==> config.mk <==
export PLATFORM = sky130hd
export DESIGN_NAME = prng_range
export DESIGN_NICKNAME = d
export VERILOG_FILES = /design/src/rtl/prng_range.sv
export SDC_FILE = /design/constraint.sdc
export NUM_CORES = 1
export LEC_CHECK = 0
export ABC_CLOCK_PERIOD_IN_PS = 2200
export CORE_AREA = 2 2 76 78
export CTS_CLUSTER_DIAMETER = 60
export CTS_CLUSTER_SIZE = 14
export DETAILED_ROUTE_END_ITERATION = 7
export DIE_AREA = 0 0 78 80
export DONT_BUFFER_PORTS = 1
export PLACE_DENSITY_LB_ADDON = 0.25
export SKIP_CTS_REPAIR_TIMING = 1
export SYNTH_ARGS = -nofsm -noshare
export SYNTH_HDL_FRONTEND = slang
export SYNTH_SLANG_ARGS = --single-unit
export TNS_END_PERCENT = 1
==> constraint.sdc <==
create_clock -name clk -period 2.2 [get_ports clk]
set_input_delay 0.44 -clock clk [delete_from_list [all_inputs] [get_ports clk]]
set_output_delay 0.44 -clock clk [all_outputs]
set_load 0.1 [all_outputs]
==> src/rtl/prng_range.sv <==
// prng_range: Fibonacci LFSR pseudo-random generator with a req/valid
// interface that returns unbiased values in [0, limit) by rejection sampling.
//
// Ports:
//   clk        rising-edge clock
//   rst        asynchronous active-high reset
//   seed_load  load seed into the LFSR this cycle (zero seed -> SEED_DEFAULT)
//   seed       seed value
//   step_en    advance the LFSR one step per cycle while idle
//   req        request a bounded draw (accepted when req & ready)
//   limit      exclusive upper bound of the draw; 0 selects the full range
//   ready      high while idle
//   valid      one-cycle pulse when rand_out has been updated
//   rand_out   last drawn value, held until the next valid
//   state_out  current LFSR state
module prng_range #(
  parameter int unsigned          WIDTH        = 16,
  parameter logic [WIDTH-1:0]     TAPS         = WIDTH'(16'hB400),
  parameter int unsigned          OUT_W        = 8,
  parameter int unsigned          MAX_TRIES    = 4,
  parameter logic [WIDTH-1:0]     SEED_DEFAULT = WIDTH'(1)
) (
  input  logic             clk,
  input  logic             rst,
  input  logic             seed_load,
  input  logic [WIDTH-1:0] seed,
  input  logic             step_en,
  input  logic             req,
  input  logic [OUT_W-1:0] limit,
  output logic             ready,
  output logic             valid,
  output logic [OUT_W-1:0] rand_out,
  output logic [WIDTH-1:0] state_out
);

  localparam int unsigned TW = (MAX_TRIES > 1) ? $clog2(MAX_TRIES) : 1;

  typedef enum logic {
    IDLE,
    DRAW
  } state_t;

  state_t           r_state;
  logic [WIDTH-1:0] r_lfsr;
  logic [TW-1:0]    r_tries;
  logic [OUT_W-1:0] r_limit_q;
  logic [OUT_W-1:0] r_mask;
  logic             r_valid;
  logic [OUT_W-1:0] r_rand;

  state_t           w_state_nxt;
  logic [WIDTH-1:0] w_lfsr_nxt;
  logic [TW-1:0]    w_tries_nxt;
  logic [OUT_W-1:0] w_limit_nxt;
  logic [OUT_W-1:0] w_mask_nxt;
  logic             w_valid_nxt;
  logic [OUT_W-1:0] w_rand_nxt;

  logic [WIDTH-1:0] w_step;
  logic [OUT_W-1:0] w_cand;
  logic             w_hit;
  logic             w_last;

  // Smallest 2^k-1 covering lim-1, built by smearing the top set bit down.
  // lim=0 wraps to all ones and lim=1 gives 0, which are exactly the
  // full-range and single-value cases.
  function automatic logic [OUT_W-1:0] f_mask(input logic [OUT_W-1:0] lim);
    logic [OUT_W-1:0] v;
    v = lim - OUT_W'(1);
    for (int unsigned i = 1; i < OUT_W; i++) begin
      v = v | (v >> i);
    end
    return v;
  endfunction

  assign w_step = {r_lfsr[WIDTH-2:0], ^(r_lfsr & TAPS)};
  assign w_cand = r_lfsr[OUT_W-1:0] & r_mask;
  assign w_hit  = (r_limit_q == '0) || (w_cand < r_limit_q);
  assign w_last = (r_tries == TW'(MAX_TRIES - 1));

  always_comb begin
    w_state_nxt = r_state;
    w_tries_nxt = r_tries;
    w_limit_nxt = r_limit_q;
    w_mask_nxt  = r_mask;
    w_valid_nxt = 1'b0;
    w_rand_nxt  = r_rand;
    w_lfsr_nxt  = r_lfsr;

    case (r_state)
      IDLE: begin
        if (req) begin
          w_limit_nxt = limit;
          w_mask_nxt  = f_mask(limit);
          w_tries_nxt = '0;
          w_state_nxt = DRAW;
        end
      end
      DRAW: begin
        if (w_hit) begin
          w_rand_nxt  = w_cand;
          w_valid_nxt = 1'b1;
          w_state_nxt = IDLE;
        end else if (w_last) begin
          // mask < 2*limit, so a single subtraction lands in range
          w_rand_nxt  = w_cand - r_limit_q;
          w_valid_nxt = 1'b1;
          w_state_nxt = IDLE;
        end else begin
          w_tries_nxt = r_tries + TW'(1);
        end
      end
      default: w_state_nxt = IDLE;
    endcase

    if (seed_load) begin
      w_lfsr_nxt = (seed == '0) ? SEED_DEFAULT : seed;
    end else if (r_lfsr == '0) begin
      w_lfsr_nxt = SEED_DEFAULT;
    end else if (r_state == DRAW) begin
      w_lfsr_nxt = w_step;
    end else if (step_en) begin
      w_lfsr_nxt = w_step;
    end
  end

  always_ff @(posedge clk or posedge rst) begin
    if (rst) begin
      r_state   <= IDLE;
      r_lfsr    <= SEED_DEFAULT;
      r_tries   <= '0;
      r_limit_q <= '0;
      r_mask    <= '0;
      r_valid   <= 1'b0;
      r_rand    <= '0;
    end else begin
      r_state   <= w_state_nxt;
      r_lfsr    <= w_lfsr_nxt;
      r_tries   <= w_tries_nxt;
      r_limit_q <= w_limit_nxt;
      r_mask    <= w_mask_nxt;
      r_valid   <= w_valid_nxt;
      r_rand    <= w_rand_nxt;
    end
  end

  assign ready     = (r_state == IDLE);
  assign valid     = r_valid;
  assign rand_out  = r_rand;
  assign state_out = r_lfsr;

endmodule

==> impl_results.md, run 1 <==
* Worst EP arrival at 2440 ps
* Count leader, synth: dfrtp_1
* Crit Reg-Reg Startpoint: state_out[0]
* Max Cap Viol at 0
* Antenna viol nets, final at 0
* Top Ports at 55
* Yosys warns at 0
* Num CTS Buffers at 5
* Dpl hpwl at 5270 µm
* Cell area after synthesis at between 2000 and 3000 µm²
* Vias at 2,374
* Vias in the first global route at 2,315
* Area added between synthesis and finish at 23.5%
* Synthesized flop and latch total at 44
* Die span in x at 78 µm
* Via density per instance at around 5.7
* Failing checks: negative setup slack
* Fin cells at 420
* Top cells by count, synth: 43 x dfrtp_1, 38 x nor2_1, 36 x nand2_1, 24 x a21oi_1, 18 x inv_1
* Cells after Synth at 300
* Pin count of the biggest net entering global routing at 30
* Nature of the critical path endpoint: register
* VDD IR max at 893 µV
* Antenna violations before repair at 0
* DR iter-0 viols at 142
* Post-synth EDFFs at 0
* Leakage at between 1 and 1.5 nW
* Fill cell count at 499
* DR DRC count at 0
* Setup ws final at -50.6 ps
* WP data required at about 2400 ps
* Layout cells sized above 1 at 24.4%
* Ys flop type: dfrtp_1
* Clock skew at about 5.5 ps
* Crit share post-route at 102%
* RSZ-0062 raised after global routing: true
* Largest fanout on the critical path at 3
* Die H at about 80 µm
* Dpl ws at -154 ps
* Rows at 27
* Fin crit period at around 2300 ps
* Root buffer cell: clkbuf_8
* Synth area leader: dfrtp_1
* Routed Wire Length at between 6000 and 7000 µm
* Reg clk slew, reported paths at 80 ps
* Relative slew slack at slightly below 30%
* Gr usage total at 23.0%
* Clk sinks at between 40 and 50
* Clk buf depth at 2
* GPL Wtd Cong at between 0.8 and 0.9
* Final Hold Fails at 0
* Initial Util at 48.2%
* WL/cell at about 16 µm
* Synth top area share at between 40 and 50%
* H-tree lvl count at 2
* First-pass GRT wire length at 11,200 µm
* Synth top area cells: dfrtp_1 41%, ha_1 5.8%, nor2_1 5.5%
* Register area share after synthesis at between 40% and 50%
* PortBufs at 0
* Setup violators final at 8
* Synth Area per Inst at slightly below 9 µm²
* CTS tree: done
* Worst setup path start: state_out[0]
* Post-Syn Nets at 342
* Core area at 5410 µm²
* Layout net count at 389
* Fraction of registers with async set/reset at 100%
* Distinct cells, synth at 47
* Worst Tran Pin Value at 1060 ps
* Hold WC Path Type: in2async
* PD cells at between 1500 and 2000 nW/µm²
* Grt ovf at 0
* Status: finished with violations
* DP Cell Count at between 400 and 500
* Die area at 6240 µm²
* TritonRoute pass-1 iters at 4
* Max Freq at 444 MHz
* Startpoint Class: register
* Slew Limit Fails at 0
* Crit path kind: reg2reg
* Worst-skew pair later-pin latency at around 290 ps
* Ant diodes at 0
==> sequential cells by signal (all words and copies together), names as in the netlist <==
| signal | count |
|---|---|
| state_out | 16 |
| r_limit_q | 8 |
| r_mask | 8 |
| rand_out | 8 |
| r_tries | 2 |
| r_state | 1 |
| valid | 1 |
==> path summary, 6_finish.rpt <==
path / cells past startpoint / end / slack (ps)
max reg2reg: 10 / rand_out[1] / -50
max in group asynchronous: 2 / r_mask[0] / 1340
min: 1 / rand_out[7] / 150
max: 10 / rand_out[1] / -50
min in group clk: 2 / r_limit_q[4] / 260
min reg2reg: 2 / r_mask[4] / 500
==> cell type report <==
class	count	area, µm²	area share (%)
multi-input combinational	224	1450	45.1
sequential	44	1120	34.7
timing repair buffer	53	405	12.6
tap	72	90.1	2.80
clock buffer	7	76.3	2.37
inverter	19	71.3	2.22
clock inverter	1	5.00	0.156
==> cells in the final DEF (no fill, tap or decap), types with 3 or more instances in the layout <==
cell / n
xor2_1: 6
buf_4: 51
nand2_1: 35
a22oi_1: 3
mux2i_1: 3
a21oi_1: 24
nor3_1: 6
inv_1: 17
and2_1: 6
dfrtp_2: 6
nor2_1: 34
a21o_1: 8
o21ai_0: 16
nand3_1: 5
xnor2_1: 5
nor4_1: 10
o22ai_1: 4
ha_1: 11
nor2b_1: 3
nor3b_1: 4
clkbuf_8: 5
nor2_2: 3
dfrtp_1: 36
==> routing by layer <==
| layer | up-vias | track usage, % | part of all wire (%) | wire, µm |
|---|---|---|---|---|
| met2 | 74 | 39.4 | 51 | 3520 |
| met5 | - | 0 | 0 | 0 |
| met1 | 1136 | 28.9 | 42 | 2880 |
| met4 | 0 | 6.84 | 1.7 | 115 |
| li1 | 1152 | - | - | - |
| met3 | 12 | 5.66 | 5.9 | 409 |
==> where the power goes <==
group | leakage (nW) | internal [mW] | switching [mW]
logic | 0.905 | 1.33 | 2.63
registers | 0.497 | 1.12 | 0.188
clock network | 0.0422 | 0.223 | 0.273
==> cell families (layout without fill, tap and decap cells) <==
family | Yosys count | count (layout) | synth area share, %
simple gates | 117 | 117 | 21.4
compound gates | 80 | 80 | 19.9
flops | 44 | 44 | 42.3
buf+inv | 32 | 80 | 5.00
fa+ha+maj | 13 | 13 | 6.54
xor+xnor | 11 | 11 | 3.70
mux | 3 | 3 | 1.15
==> critical path, cell delays in order, from the launching register on <==
cell and delay, ps:
dfstp_4 630, nand2_4 60, ha_4 160, fa_2 360
nor2b_4 120, o31a_1 200, buf_6 140, o21ai_4 60
nor2_4 150, a22oi_2 90, o22a_2 180
==> through the flow <==
stage / area (µm²) / total power, mW / utilization [%] / hold slack (ps) / TNS [ps]
after detailed placement: 3040 / 4.99 / 56.2 / 483 / -1230
after CTS: 3120 / 5.49 / 57.7 / 188 / -1480
after floorplan: 2650 / 4.09 / - / 441 / -2640
after global placement: 3040 / 4.91 / 56.2 / 479 / -616
after global routing: 3220 / 6.09 / 59.5 / 219 / -1290
final: 3220 / 5.77 / 59.5 / 155 / -188
(Power assumes the default switching activity.)
==> run 2: changes to the inputs <==
--- a/config.mk
+++ b/config.mk
@@ -5,12 +5,13 @@
 export SDC_FILE = /design/constraint.sdc
 export NUM_CORES = 1
 export LEC_CHECK = 0
+export ABC_AREA = 1
 export ABC_CLOCK_PERIOD_IN_PS = 2200
-export CORE_AREA = 2 2 76 78
+export CORE_AREA = 2 2 80 82
 export CTS_CLUSTER_DIAMETER = 60
 export CTS_CLUSTER_SIZE = 14
 export DETAILED_ROUTE_END_ITERATION = 7
-export DIE_AREA = 0 0 78 80
+export DIE_AREA = 0 0 82 84
 export DONT_BUFFER_PORTS = 1
 export PLACE_DENSITY_LB_ADDON = 0.25
 export SKIP_CTS_REPAIR_TIMING = 1
==> run 2 against run 1 <==
Against the previous run: the run now ends clean; critical path type unchanged; register-to-register slack gained 150 ps; final cell count grew 21%; design area grew 1.0%; highest routed layer unchanged; die area grew 10%; sequential share of layout area shrank 0.46 points; fmax grew 7.3%.
==> impl_results.md, run 2 <==
* Ant diodes at 0 (unchanged)
* Count leader, synth: nand2_1 (was dfrtp_1)
* Antenna violations before repair at 0 (unchanged)
* Switch Pwr at 3.13 mW (was 3.09 mW)
* Clk sinks at 44 (unchanged)
* Slew Limit Fails at 0 (unchanged)
* Dpl ws at 116 ps (was -154 ps)
* Area added between synthesis and finish at 14.5% (was 23.5%)
* Sw Share at 56.0% (was 53.6%)
* VDD IR max at 876 µV (was 893 µV)
* First-pass GRT wire length at 11,400 µm (was 11,200 µm)
* Rows at 29 (was 27)
* Commonest non-fill, non-tap cell in the layout: nand2_1 (was buf_4)
* Hold_ws at 157 ps (was 155 ps)
* WP data required at 2440 ps (was 2390 ps)
* GPL Wtd Cong at 0.840 (was 0.872)
* PortBufs at 0 (unchanged)
* Distinct cells, synth at 31 (was 47)
* Synth area leader: dfrtp_1 (unchanged)
* Die area at 6890 µm² (was 6240 µm²)
* TritonRoute pass-1 iters at 5 (was 4)
* DR DRC count at 0 (unchanged)
* Worst-skew pair later-pin latency at 290 ps (about the same)
* Hold WC Path Type: in2async (unchanged)
* Vias at 2,522 (was 2,374)
* Clock skew at 1.89 ps (was 5.50 ps)
* Die H at 84 µm (was 80 µm)
* Max Freq at 477 MHz (was 444 MHz)
* H-tree lvl count at 2 (unchanged)
* Gr usage total at 20.9% (was 23.0%)
* DR iter-0 viols at 101 (was 142)
* CTS tree: done (unchanged)
* Initial Util at 46.6% (was 48.2%)
* Dpl hpwl at 5100 µm (was 5270 µm)
* Top Ports at 55 (unchanged)
* Cell area after synthesis at 2840 µm² (was 2600 µm²)
* Ys flop type: dfrtp_1 (unchanged)
* Reg clk slew, reported paths at 80 ps (about the same)
* Post-Syn Nets at 447 (was 342)
* Relative slew slack at 63.3% (was 29.1%)
* Top cells by count, synth: 139 x nand2_1, 58 x inv_1, 43 x dfrtp_1, 34 x nor2_1, 24 x o21ai_0 (was 43 x dfrtp_1, 38 x nor2_1, 36 x nand2_1, 24 x a21oi_1, 18 x inv_1)
* Routed Wire Length at 6410 µm (was 6930 µm)
* Design area at 3250 µm² (was 3220 µm²)
* Cell Int Power at 2.45 mW (was 2.68 mW)
* Fin crit period at 2100 ps (was 2250 ps)
* Max Cap Viol at 0 (unchanged)
* Tot Pwr at 5.58 mW (was 5.77 mW)
* Grt ovf at 0 (unchanged)
* Core area at 6100 µm² (was 5410 µm²)
* Placed cell areas at 3120 µm² (was 3040 µm²)
* Num CTS Buffers at 5 (unchanged)
* Startpoint Class: register (unchanged)
* Synth top area share at 37.9% (was 41.3%)
* Synthesized flop and latch total at 44 (unchanged)
* Max reg flops at 16 (unchanged)
* Worst Tran Pin Value at 551 ps (was 1060 ps)
* Antenna viol nets, final at 0 (unchanged)
* Nature of the critical path endpoint: register (unchanged)
* Synth Area per Inst at 7.01 µm² (was 8.68 µm²)
* Leakage at 1.72 nW (was 1.44 nW)
* Final Hold Fails at 0 (unchanged)
* Register area share after synthesis at 38.8% (was 42.3%)
* Pin count of the biggest net entering global routing at 45 (was 30)
* Clock power frac at 10.9% (was 8.6%)
* Layout cells sized above 1 at 15.7% (was 24.4%)
* Gate power share at 65.5% (was 68.7%)
* Clk buf depth at 2 (unchanged)
* Root buffer cell: clkbuf_8 (unchanged)
* WL/cell at 12.6 µm (was 16.5 µm)
* Status: complete, no violations (was finished with violations)
* RSZ-0062 raised after global routing: true (unchanged)
* Post-synth EDFFs at 0 (unchanged)
* Fraction of registers with async set/reset at 100% (unchanged)
* Die span in x at 82 µm (was 78 µm)
* Via density per instance at 4.95 (was 5.65)
* Worst EP arrival at 2330 ps (was 2440 ps)
* Layout net count at 474 (was 389)
* Crit share post-route at 95.4% (was 102%)
* Crit path kind: reg2reg (unchanged)
* PD cells at 1720 nW/µm² (was 1790 nW/µm²)
* Largest fanout on the critical path at 12 (was 3)
* Vias in the first global route at 2,633 (was 2,315)
* Most frequent cells in the layout: 138 x nand2_1, 56 x inv_1, 37 x dfrtp_1 (was 51 x buf_4, 36 x dfrtp_1, 35 x nand2_1)
* Setup violators final at 0 (was 8)
* Synth top area cells: dfrtp_1 38%, nand2_1 18%, inv_1 7.7% (was dfrtp_1 41%, ha_1 5.8%, nor2_1 5.5%)
* Cells after Synth at 405 (was 300)
* Setup ws final at 102 ps (was -50.6 ps)
* Power share of the sequential group at 23.6% (was 22.7%)
* Yosys warns at 0 (unchanged)
-- run 2: changes by cell type after synthesis, sizes merged, moves of 9 or more --
cell,change
nor4,-10
nand3,+16
inv,+45
a21oi,-19
o21ai,+22
nand2,+111
nand4,+9
-- run 2: critical path, stage by stage, from the launching register on --
cell and delay (ps):
dfstp_4 620, nand2_2 60, ha_2 190, fa_2 350, inv_2 70, nand2_2 50, nand2_2 70, nand2_2 60
nand2_4 80, nand2_8 90, nand2_8 100, nand2_8 70, clkinv_4 80, nand2_1 50, nand2_1 80
-- run 2: worst paths after layout --
| check | to | slack, ps | depth (start not counted) | startpoint |
|---|---|---|---|---|
| worst max-delay path | rand_out[4] | 100 | 14 | state_out[0] |
| worst min-delay path | rand_out[6] | 160 | 2 | rst |
| worst max register to register | rand_out[4] | 100 | 14 | state_out[0] |
| worst min register to register | rand_out[5] | 480 | 2 | rand_out[5] |
| max in group asynchronous | state_out[6] | 1640 | 2 | rst |
| min in group clk | r_limit_q[4] | 270 | 2 | limit[4] |
-- run 2: stage by stage --
step                std cells  util (%)  setup TNS (ps)
finish                    510      53.3               0
global route              510      53.3            -102
CTS                       510      53.0               0
detailed placement        502      51.2               0
global placement          502      51.2               0
floorplan                 405         -           -19.5
-- run 2: final cells by class --
class,instances,area [µm²]
clock inverter,2,35.0
clock buffer,6,72.6
inverter,65,249
tap,77,96.3
timing repair buffer,29,218
multi-input combinational,287,1460
sequential,44,1110
fill,627,2850
-- run 2: per-layer routing --
layer | track usage (%) | wire [µm]
met5 | 0 | 0
met4 | 5.91 | 90
met3 | 4.87 | 378
met2 | 34.6 | 3120
met1 | 26.9 | 2820
-- run 2: kinds of logic after synthesis --
logic type	synth area share, %
simple gates	32.8
buf+inv	10.4
flops	38.8
compound gates	9.39
fa+ha+maj	6.00
xor+xnor	2.47
-- run 2: power groups by stage --
stage	registers, mW	logic, mW	clock network [mW]
CTS	1.31	3.63	0.626
global placement	1.31	3.57	0
global route	1.35	4.04	0.654
finish	1.31	3.65	0.610
floorplan	2.37	1.88	0
detailed placement	1.32	3.62	0
